<file path="config.mk">
export PLATFORM = sky130hd
export DESIGN_NAME = gs_update
export DESIGN_NICKNAME = d
export VERILOG_FILES = /design/src/rtl/gs_update.sv
export SDC_FILE = /design/constraint.sdc
export NUM_CORES = 2
export LEC_CHECK = 0
export ABC_AREA = 1
export CAP_MARGIN = 0
export CORE_ASPECT_RATIO = 1.5
export CORE_UTILIZATION = 40
export CTS_BUF_LIST = sky130_fd_sc_hd__clkbuf_8 sky130_fd_sc_hd__clkbuf_16
export CTS_CLUSTER_SIZE = 20
export DETAILED_ROUTE_END_ITERATION = 12
export HOLD_SLACK_MARGIN = 0.15
export PLACE_DENSITY = 0.62
export SYNTH_ARGS = -nofsm -noshare
export SYNTH_HDL_FRONTEND = slang
export SYNTH_SLANG_ARGS = --single-unit
</file>
<file path="constraint.sdc">
create_clock -name i_clk -period 11 [get_ports i_clk]
set_input_delay 2.2 -clock i_clk [delete_from_list [all_inputs] [get_ports i_clk]]
set_output_delay 2.2 -clock i_clk [all_outputs]
set_load 0.05 [all_outputs]
</file>
<file path="src/rtl/gs_update.sv">
// Gauss-Seidel row update: x_i = (b_i - sum a_ij*x_j) * (1/a_ii), Q16.16 result saturated to 32 bits.
// Latency: o_valid 33 cycles after the later of last-term capture and reciprocal capture.
// Backpressure: none; inputs are accepted only in the states that use them, all others are dropped.
module gs_update #(
    parameter int ACC_W = 48
) (
    input  logic        i_clk,
    input  logic        i_reset,
    input  logic        i_b_valid,
    input  logic [15:0] i_b,
    input  logic        i_term_valid,
    input  logic [7:0]  i_coef,
    input  logic [31:0] i_x,
    input  logic        i_term_last,
    input  logic        i_recip_valid,
    input  logic [31:0] i_recip,
    output logic        o_busy,
    output logic        o_valid,
    output logic [31:0] o_x_new,
    output logic        o_ovf
);

    localparam int PROD_W = ACC_W + 32;
    localparam int RES_W  = PROD_W - 24;

    typedef enum logic [1:0] {IDLE, ACC, MUL, DONE} state_t;

    state_t              state_q, state_d;
    logic [ACC_W-1:0]    acc_q, acc_d;
    logic [31:0]         recip_q, recip_d;       // latched reciprocal, shifted right during MUL
    logic                recip_have_q, recip_have_d;
    logic                terms_done_q, terms_done_d;
    logic [PROD_W-1:0]   prod_q, prod_d;
    logic [PROD_W-1:0]   mcand_q, mcand_d;       // sign-extended acc, shifted left during MUL
    logic [4:0]          cnt_q, cnt_d;
    logic                busy_q, busy_d;
    logic                valid_q, valid_d;
    logic [31:0]         x_new_q, x_new_d;
    logic                ovf_q, ovf_d;

    logic signed [39:0]  term_prod;
    logic [RES_W-1:0]    res;

    assign term_prod = $signed(i_coef) * $signed(i_x);

    // Next-state logic: row accumulation, reciprocal capture, serial multiply, saturation.
    always_comb begin
        state_d      = state_q;
        acc_d        = acc_q;
        recip_d      = recip_q;
        recip_have_d = recip_have_q;
        terms_done_d = terms_done_q;
        prod_d       = prod_q;
        mcand_d      = mcand_q;
        cnt_d        = cnt_q;
        valid_d      = 1'b0;
        x_new_d      = x_new_q;
        ovf_d        = ovf_q;
        res          = prod_q[PROD_W-1:24];

        case (state_q)
            IDLE: begin
                // A term arriving together with b is dropped on purpose.
                if (i_b_valid) begin
                    acc_d        = {{(ACC_W-32){i_b[15]}}, i_b, 16'h0000};
                    recip_have_d = 1'b0;
                    terms_done_d = 1'b0;
                    state_d      = ACC;
                end
            end
            ACC: begin
                if (i_term_valid && !terms_done_q) begin
                    acc_d = acc_q - {{(ACC_W-40){term_prod[39]}}, term_prod};
                    if (i_term_last) begin
                        terms_done_d = 1'b1;
                    end
                end
                if (i_recip_valid && !recip_have_q) begin
                    recip_d      = i_recip;
                    recip_have_d = 1'b1;
                end
                // Uses registered flags, so a same-cycle capture moves to MUL one edge later.
                if (terms_done_q && recip_have_q) begin
                    state_d = MUL;
                    prod_d  = '0;
                    mcand_d = {{(PROD_W-ACC_W){acc_q[ACC_W-1]}}, acc_q};
                    cnt_d   = 5'd0;
                end
            end
            MUL: begin
                prod_d  = prod_q + (recip_q[0] ? mcand_q : '0);
                mcand_d = mcand_q << 1;
                recip_d = recip_q >> 1;
                cnt_d   = cnt_q + 5'd1;
                res     = prod_d[PROD_W-1:24];
                if (cnt_q == 5'd31) begin
                    state_d = DONE;
                    valid_d = 1'b1;
                    // In range only when every bit from 31 upward matches the sign.
                    if (!res[RES_W-1] && (|res[RES_W-1:31])) begin
                        x_new_d = 32'h7FFF_FFFF;
                        ovf_d   = 1'b1;
                    end else if (res[RES_W-1] && !(&res[RES_W-1:31])) begin
                        x_new_d = 32'h8000_0000;
                        ovf_d   = 1'b1;
                    end else begin
                        x_new_d = res[31:0];
                        ovf_d   = 1'b0;
                    end
                end
            end
            DONE: begin
                state_d = IDLE;
            end
            default: begin
                state_d = IDLE;
            end
        endcase

        busy_d = (state_d != IDLE);
    end

    // State and registered outputs; synchronous reset discards any in-flight row.
    always_ff @(posedge i_clk) begin
        if (i_reset) begin
            state_q      <= IDLE;
            acc_q        <= '0;
            recip_q      <= '0;
            recip_have_q <= 1'b0;
            terms_done_q <= 1'b0;
            prod_q       <= '0;
            mcand_q      <= '0;
            cnt_q        <= '0;
            busy_q       <= 1'b0;
            valid_q      <= 1'b0;
            x_new_q      <= '0;
            ovf_q        <= 1'b0;
        end else begin
            state_q      <= state_d;
            acc_q        <= acc_d;
            recip_q      <= recip_d;
            recip_have_q <= recip_have_d;
            terms_done_q <= terms_done_d;
            prod_q       <= prod_d;
            mcand_q      <= mcand_d;
            cnt_q        <= cnt_d;
            busy_q       <= busy_d;
            valid_q      <= valid_d;
            x_new_q      <= x_new_d;
            ovf_q        <= ovf_d;
        end
    end

    assign o_busy  = busy_q;
    assign o_valid = valid_q;
    assign o_x_new = x_new_q;
    assign o_ovf   = ovf_q;

endmodule

</file>
### Word-level counts from Yosys, hierarchy flattened

Cells that the tools add are included.

* RAM bits: 0
* bits in registers: 284
* input port bits: 94
* bits in latches: 0
* memories: 0
* ROM bits: 0
* output and inout port bits: 35

* add/sub/neg operators: 3
* bitwise operators: 1
* muxes and demuxes: 27
* shift-type cells: 0
* $lt $le $gt $ge: 0
* eq/ne operators: 9
* divide/modulo/power cells: 0
* $mul: 1
* reductions and logical operators: 22

Operators by type and width (number)
* one-hot mux 80 bit (2 select lines): 2
* 2-to-1 mux 80 bit: 3
* 2-to-1 mux 32 bit: 3
* 2-to-1 mux 48 bit: 2
* one-hot mux 48 bit (2 select lines): 1
* adder 80 bit: 1
* one-hot mux 32 bit (2 select lines): 1
* subtractor 48 bit: 1
* multiplier 8 x 32 -> 40 bit: 1
* AND reduction 25 bit: 1
* OR reduction 25 bit: 1
* inequality test 2 bit (second input constant): 5
* one-hot mux 5 bit (2 select lines): 1
* one-hot mux 2 bit (4 select lines): 1
* 2-to-1 mux 1 bit: 7
* 2-to-1 mux 2 bit: 3
* AND reduction 2 bit: 3
* AND reduction 3 bit: 2
* nonzero test 2 bit: 3
* adder 5 x 1 -> 5 bit (second input constant): 1
* equality test 5 bit (second input constant): 1
* logical AND 1 bit: 5
* 2-to-1 mux 5 bit: 1
* equality test 2 bit (second input constant): 2
* other kinds (7): 11

### Longest topological paths before layout

* word-level depth: 7
* gate-level depth with buffers: 43

### Worst setup path after synthesis

OpenSTA, ideal clock, no wires.

* path kind: in2reg
* start point: input i_x[0]
* end point: register acc_q[44]
* data arrival time: 8.625 ns
* required time: 10.930 ns
* library setup time: 0.070 ns
* cell stages on the path: 37
* buffers on the path: 1
* setup slack: 2.305 ns
* cell sequence: clkbuf_1 -> or2_2 -> fa_1 -> fa_1 -> inv_1 -> fa_1 -> inv_1 -> fa_1 -> inv_1 -> ha_1 -> a21oi_1 -> nand2_1 -> a21oi_1 -> o21bai_1 -> a21boi_1 -> o21ai_0 -> a21boi_1 -> o21ai_0 -> a21boi_1 -> inv_1 -> a21oi_1 -> xor2_1 -> ha_1 -> a21oi_1 -> inv_1 -> a31oi_1 -> o21ai_0 -> a31oi_1 -> a21oi_1 -> or2_2 -> nand3_1 -> nand3_1 -> nand2_1 -> nand2_1 -> nand2_1 -> nand3_1 -> a21oi_1

* word-level cells in the longest chain between the ends: 4

RTL lines
* start, declared: RTL line 13 `input logic [31:0] i_x,`
* multiplier 8 x 32 -> 40 bit: RTL line 44 `assign term_prod = $signed(i_coef) * $signed(i_x);`
* subtractor 48 bit: RTL line 73 `acc_d = acc_q - {{(ACC_W-40){term_prod[39]}}, term_prod};`
* 2-to-1 mux 48 bit: RTL line 72 `if (i_term_valid && !terms_done_q) begin`
* one-hot mux 48 bit (2 select lines): RTL line 61 `case (state_q)`
* end signal, assigned: RTL line 127 `acc_q <= '0;`
* end signal, assigned: RTL line 140 `acc_q <= acc_d;`
* end, declared: RTL line 29 `logic [ACC_W-1:0] acc_q, acc_d;`

Every way passes these cells. The select of a mux whose other input is x is not followed.
A chain may end at the register's enable or synchronous reset.

### Worst setup path in the final report

* start point: input i_coef[4]
* end point: register acc_q[44]

* word-level cells in the longest chain between the ends: 4

RTL lines
* start, declared: RTL line 12 `input logic [7:0] i_coef,`
* multiplier 8 x 32 -> 40 bit: RTL line 44
* subtractor 48 bit: RTL line 73
* 2-to-1 mux 48 bit: RTL line 72
* one-hot mux 48 bit (2 select lines): RTL line 61

Every way passes these cells. The select of a mux whose other input is x is not followed.

==> impl_metrics.toml <==
[run_status]
status = "finished, final reports clean"

[logic_synthesis]
yosysUniqueCellTypes = 50
synthFlopType = "dfxtp_1"
yosysWarnings = 0
avgSynthCellArea_um2 = 6.41
yosys.area.top_type = "dfxtp_1"
yosysTopAreaCellShare_pct = 18.9
netlist_top_cells_area = "dfxtp_1 (19%), nand2_1 (16%), fa_1 (13%)"
synth_area_um2 = 30000
synth-edff-count = 0
yosys_register_bits = 284
synth_seq_area_share_pct = 18.9
synthArstFlopShare_pct = 0
synthCells = 4680
syn_nets = 5172

[worst_setup_path]
required_ns = 11.48
worst_setup_path_start_kind = "input port"
worstSetupEndpointType = "flip-flop"
critPathMaxStageDelay_ns = 0.73
critical_path_class = "in -> reg"
setup.worst_path.start = "i_coef[4]"
arrival_ns = 10.52
crit_path_frequent_cell = "nand2_1"
critPathTopFamily = "adder cells"
worst-path-buf-inv = 7
worstPathMaxFanout = 14
cpMaxStageDelayCell = "clkdlybuf4s50_1"
r2r-start = "recip_q[0]$_SDFFE_PP0P_"
r2r_slack_ns = 5.72

[power_and_ir_drop]
peakVddDrop_mv = 0.155
power_leakage_nw = 16.5
powerDensity_nw_per_um2 = 225

[drt]
vias = 29100
drt-initial-drc-count = 1469
avgViaCountPerCell = 5.11
dr.pass1.iters = 5
remaining_drc_errors = 0
antenna_left = 0
wl_per_cell_um = 17.9
postRouteWirelength_um = 102000

[clock_tree]
clk_pin_slew_worst_paths_ns = 0.06
cts_tree = "done"
cts_max_level = 1
clk_latency_ns = 0.61
hold_buffers = 0
clockRootBuffer = "clkbuf_16"
cts_made_buffers = 29
cts.sinks = 284
cts_setup_buffers = 0
post_cts_resized = 0
clockBufferDepth = 3

[global_routing]
grt_util_met3_pct = 1.77
grt_max_degree = 93
grt_first_pass_wirelength_um = 159000
met1_usage_pct = 27.7
top_usage_layer = "met2"
grt_usage_pct = 26.9
met2_usage_pct = 52.1
antenna_found_initial = 0
gr-total-overflow = 0
grt_pass1_vias = 29400

[final_layout]
syn2layout_area_growth_pct = 10.2
diodes = 0
final_cells = 5699
drive_above_1_share_pct = 4.10
fill_cells = 8037
register_area_um2 = 5690
final_nets = 5177
multi_input_area_um2 = 20300

[timing]
drv_slew = 0
max_freq_mhz = 99.6
fin_worst_skew_ns = 0.0213
min_period_ns = 10.04
post-route-period-util_pct = 91.3
hold_violations = 0
tightest_slew_ns = 1.08
setup_violations = 0
fin_setup_tns_ns = 0
relSlewSlack_pct = 27.9
rsz0062_at_grt = "false"

[worst_hold_path]
min-delay-start = "recip_q[31]$_SDFFE_PP0P_"
hold_path_class = "reg -> reg"

[floorplan]
die_x_um = 226
fp.dieH_um = 337
ioPinCount = 129
start_util_pct = 40.5
dieArea_um2 = 76100
core-area_um2 = 74000
rows = 122

[placement]
dpl.cell_count = 5646
post-dp-hpwl_um = 84600
gp_congestion = 1.03
io_buffers = 128

[job]
max-cap-violations = 0
==> cell type report <==
cell class	count	area share, %
multi-input combinational	3327	61.3
sequential	284	17.2
inverter	887	10.1
timing repair buffer	156	4.62
tap	992	3.75
clock buffer	37	2.53
clock inverter	16	0.530
==> worst paths after layout <==
path / endpoint / cells past startpoint
max: acc_q[44]$_SDFFE_PP0P_ / 37
min reg2reg: recip_q[31]$_SDFFE_PP0P_ / 2
min: recip_q[31]$_SDFFE_PP0P_ / 2
max reg2reg: o_x_new[2]$_SDFFE_PP0P_ / 21
==> layer usage <==
metal	vias up	routed length, um
met2	593	53900
met4	0	7090
met5	-	0
li1	14700	-
met1	13600	38500
met3	243	2600
==> cell families after synthesis <==
| logic type | share of synthesized area, % |
|---|---|
| XOR/XNOR | 2.80 |
| AND/OR/NAND/NOR | 25.0 |
| AO/OA/AOI/OAI | 18.0 |
| flip-flops | 18.9 |
| buffers and inverters | 13.6 |
| adder cells (fa/ha/maj) | 21.6 |
==> metrics by stage <==
step	area, um^2	hold WS [ns]	setup WS, ns	util [%]	power (mW)
after detailed placement	32000	0.461	0.453	43.3	6.36
after global routing	33100	0.486	0.458	44.7	8.17
after CTS	33100	0.471	1.07	44.7	7.45
after global placement	32000	0.453	0.591	43.3	6.35
final	33100	0.464	0.959	44.7	7.42
after floorplan	30000	0.441	2.30	-	5.00
==> worst reg2reg max path, cell delays in order (launching register included) <==
cell and delay, ns:
dfxtp_2 0.33, buf_4 0.63, nand2_1 0.30, inv_1 0.11, ha_1 0.27, a21oi_1 0.20
nor2_1 0.06, nor2_1 0.13, nor2_1 0.07, nor2_1 0.31, inv_1 0.14, o21ai_0 0.78
nand3_1 0.18, nand2_1 0.13, nand2_1 0.07, nor2_1 0.11, nand2_1 0.08, nor2_2 0.15
nand3_2 0.11, o21ai_4 0.70, nand2_1 0.20, a21oi_2 0.16
==> flip-flops by register name, summed over array words and instances, names as in the netlist <==
name / cells
prod_q: 80
o_x_new: 32
recip_have_q: 1
acc_q: 48
state_q: 2
mcand_q: 80
terms_done_q: 1
recip_q: 32
cnt_q: 5
o_ovf: 1
o_valid: 1
o_busy: 1
==> cells in the mapped netlist (3+ instances only) <==
| cell type | instances |
|---|---|
| nand2_1 | 1308 |
| inv_1 | 880 |
| a21oi_1 | 420 |
| nor2_1 | 312 |
| o21ai_0 | 298 |
| dfxtp_1 | 284 |
| fa_1 | 201 |
| ha_1 | 197 |
| clkbuf_1 | 143 |
| a31oi_1 | 140 |
| nand3_1 | 100 |
| xor2_1 | 48 |
| xnor2_1 | 46 |
| nand4_1 | 37 |
| a21oi_2 | 31 |
| clkbuf_2 | 25 |
| a21o_1 | 19 |
| nand2_2 | 18 |
| nor3_1 | 16 |
| or2_2 | 16 |
| nor2_2 | 14 |
| o21bai_1 | 12 |
| o21a_1 | 11 |
| nand3b_1 | 10 |
| o21ai_1 | 10 |
| a21boi_0 | 8 |
| nor3_2 | 7 |
| buf_1 | 6 |
| buf_6 | 6 |
| inv_2 | 6 |
| nor4_1 | 6 |
| a211oi_1 | 5 |
| nand3_2 | 5 |
| o22ai_1 | 4 |
| a21boi_1 | 3 |
| a31o_2 | 3 |
| nor4_2 | 3 |
| o221ai_1 | 3 |
| o41ai_1 | 3 |
==> cell usage in the layout (no fill, tap or decap), types with 18 or more instances in the layout <==
cell type	count
nand2_1	1308
xor2_1	48
a31oi_1	140
dfxtp_1	283
a21oi_1	420
a21o_1	19
nand4_1	37
fa_1	201
inv_1	882
a21oi_2	31
nand2_2	18
o21ai_0	298
clkdlybuf4s50_1	127
buf_4	26
ha_1	197
nor2_1	309
nand3_1	100
clkbuf_16	29
xnor2_1	46
==> power breakdown <==
group	internal (mW)	switching, mW
combinational	1.83	3.38
sequential	1.08	0.0616
clock	0.607	0.457
Note: power is estimated with default switching activity, not from simulation.
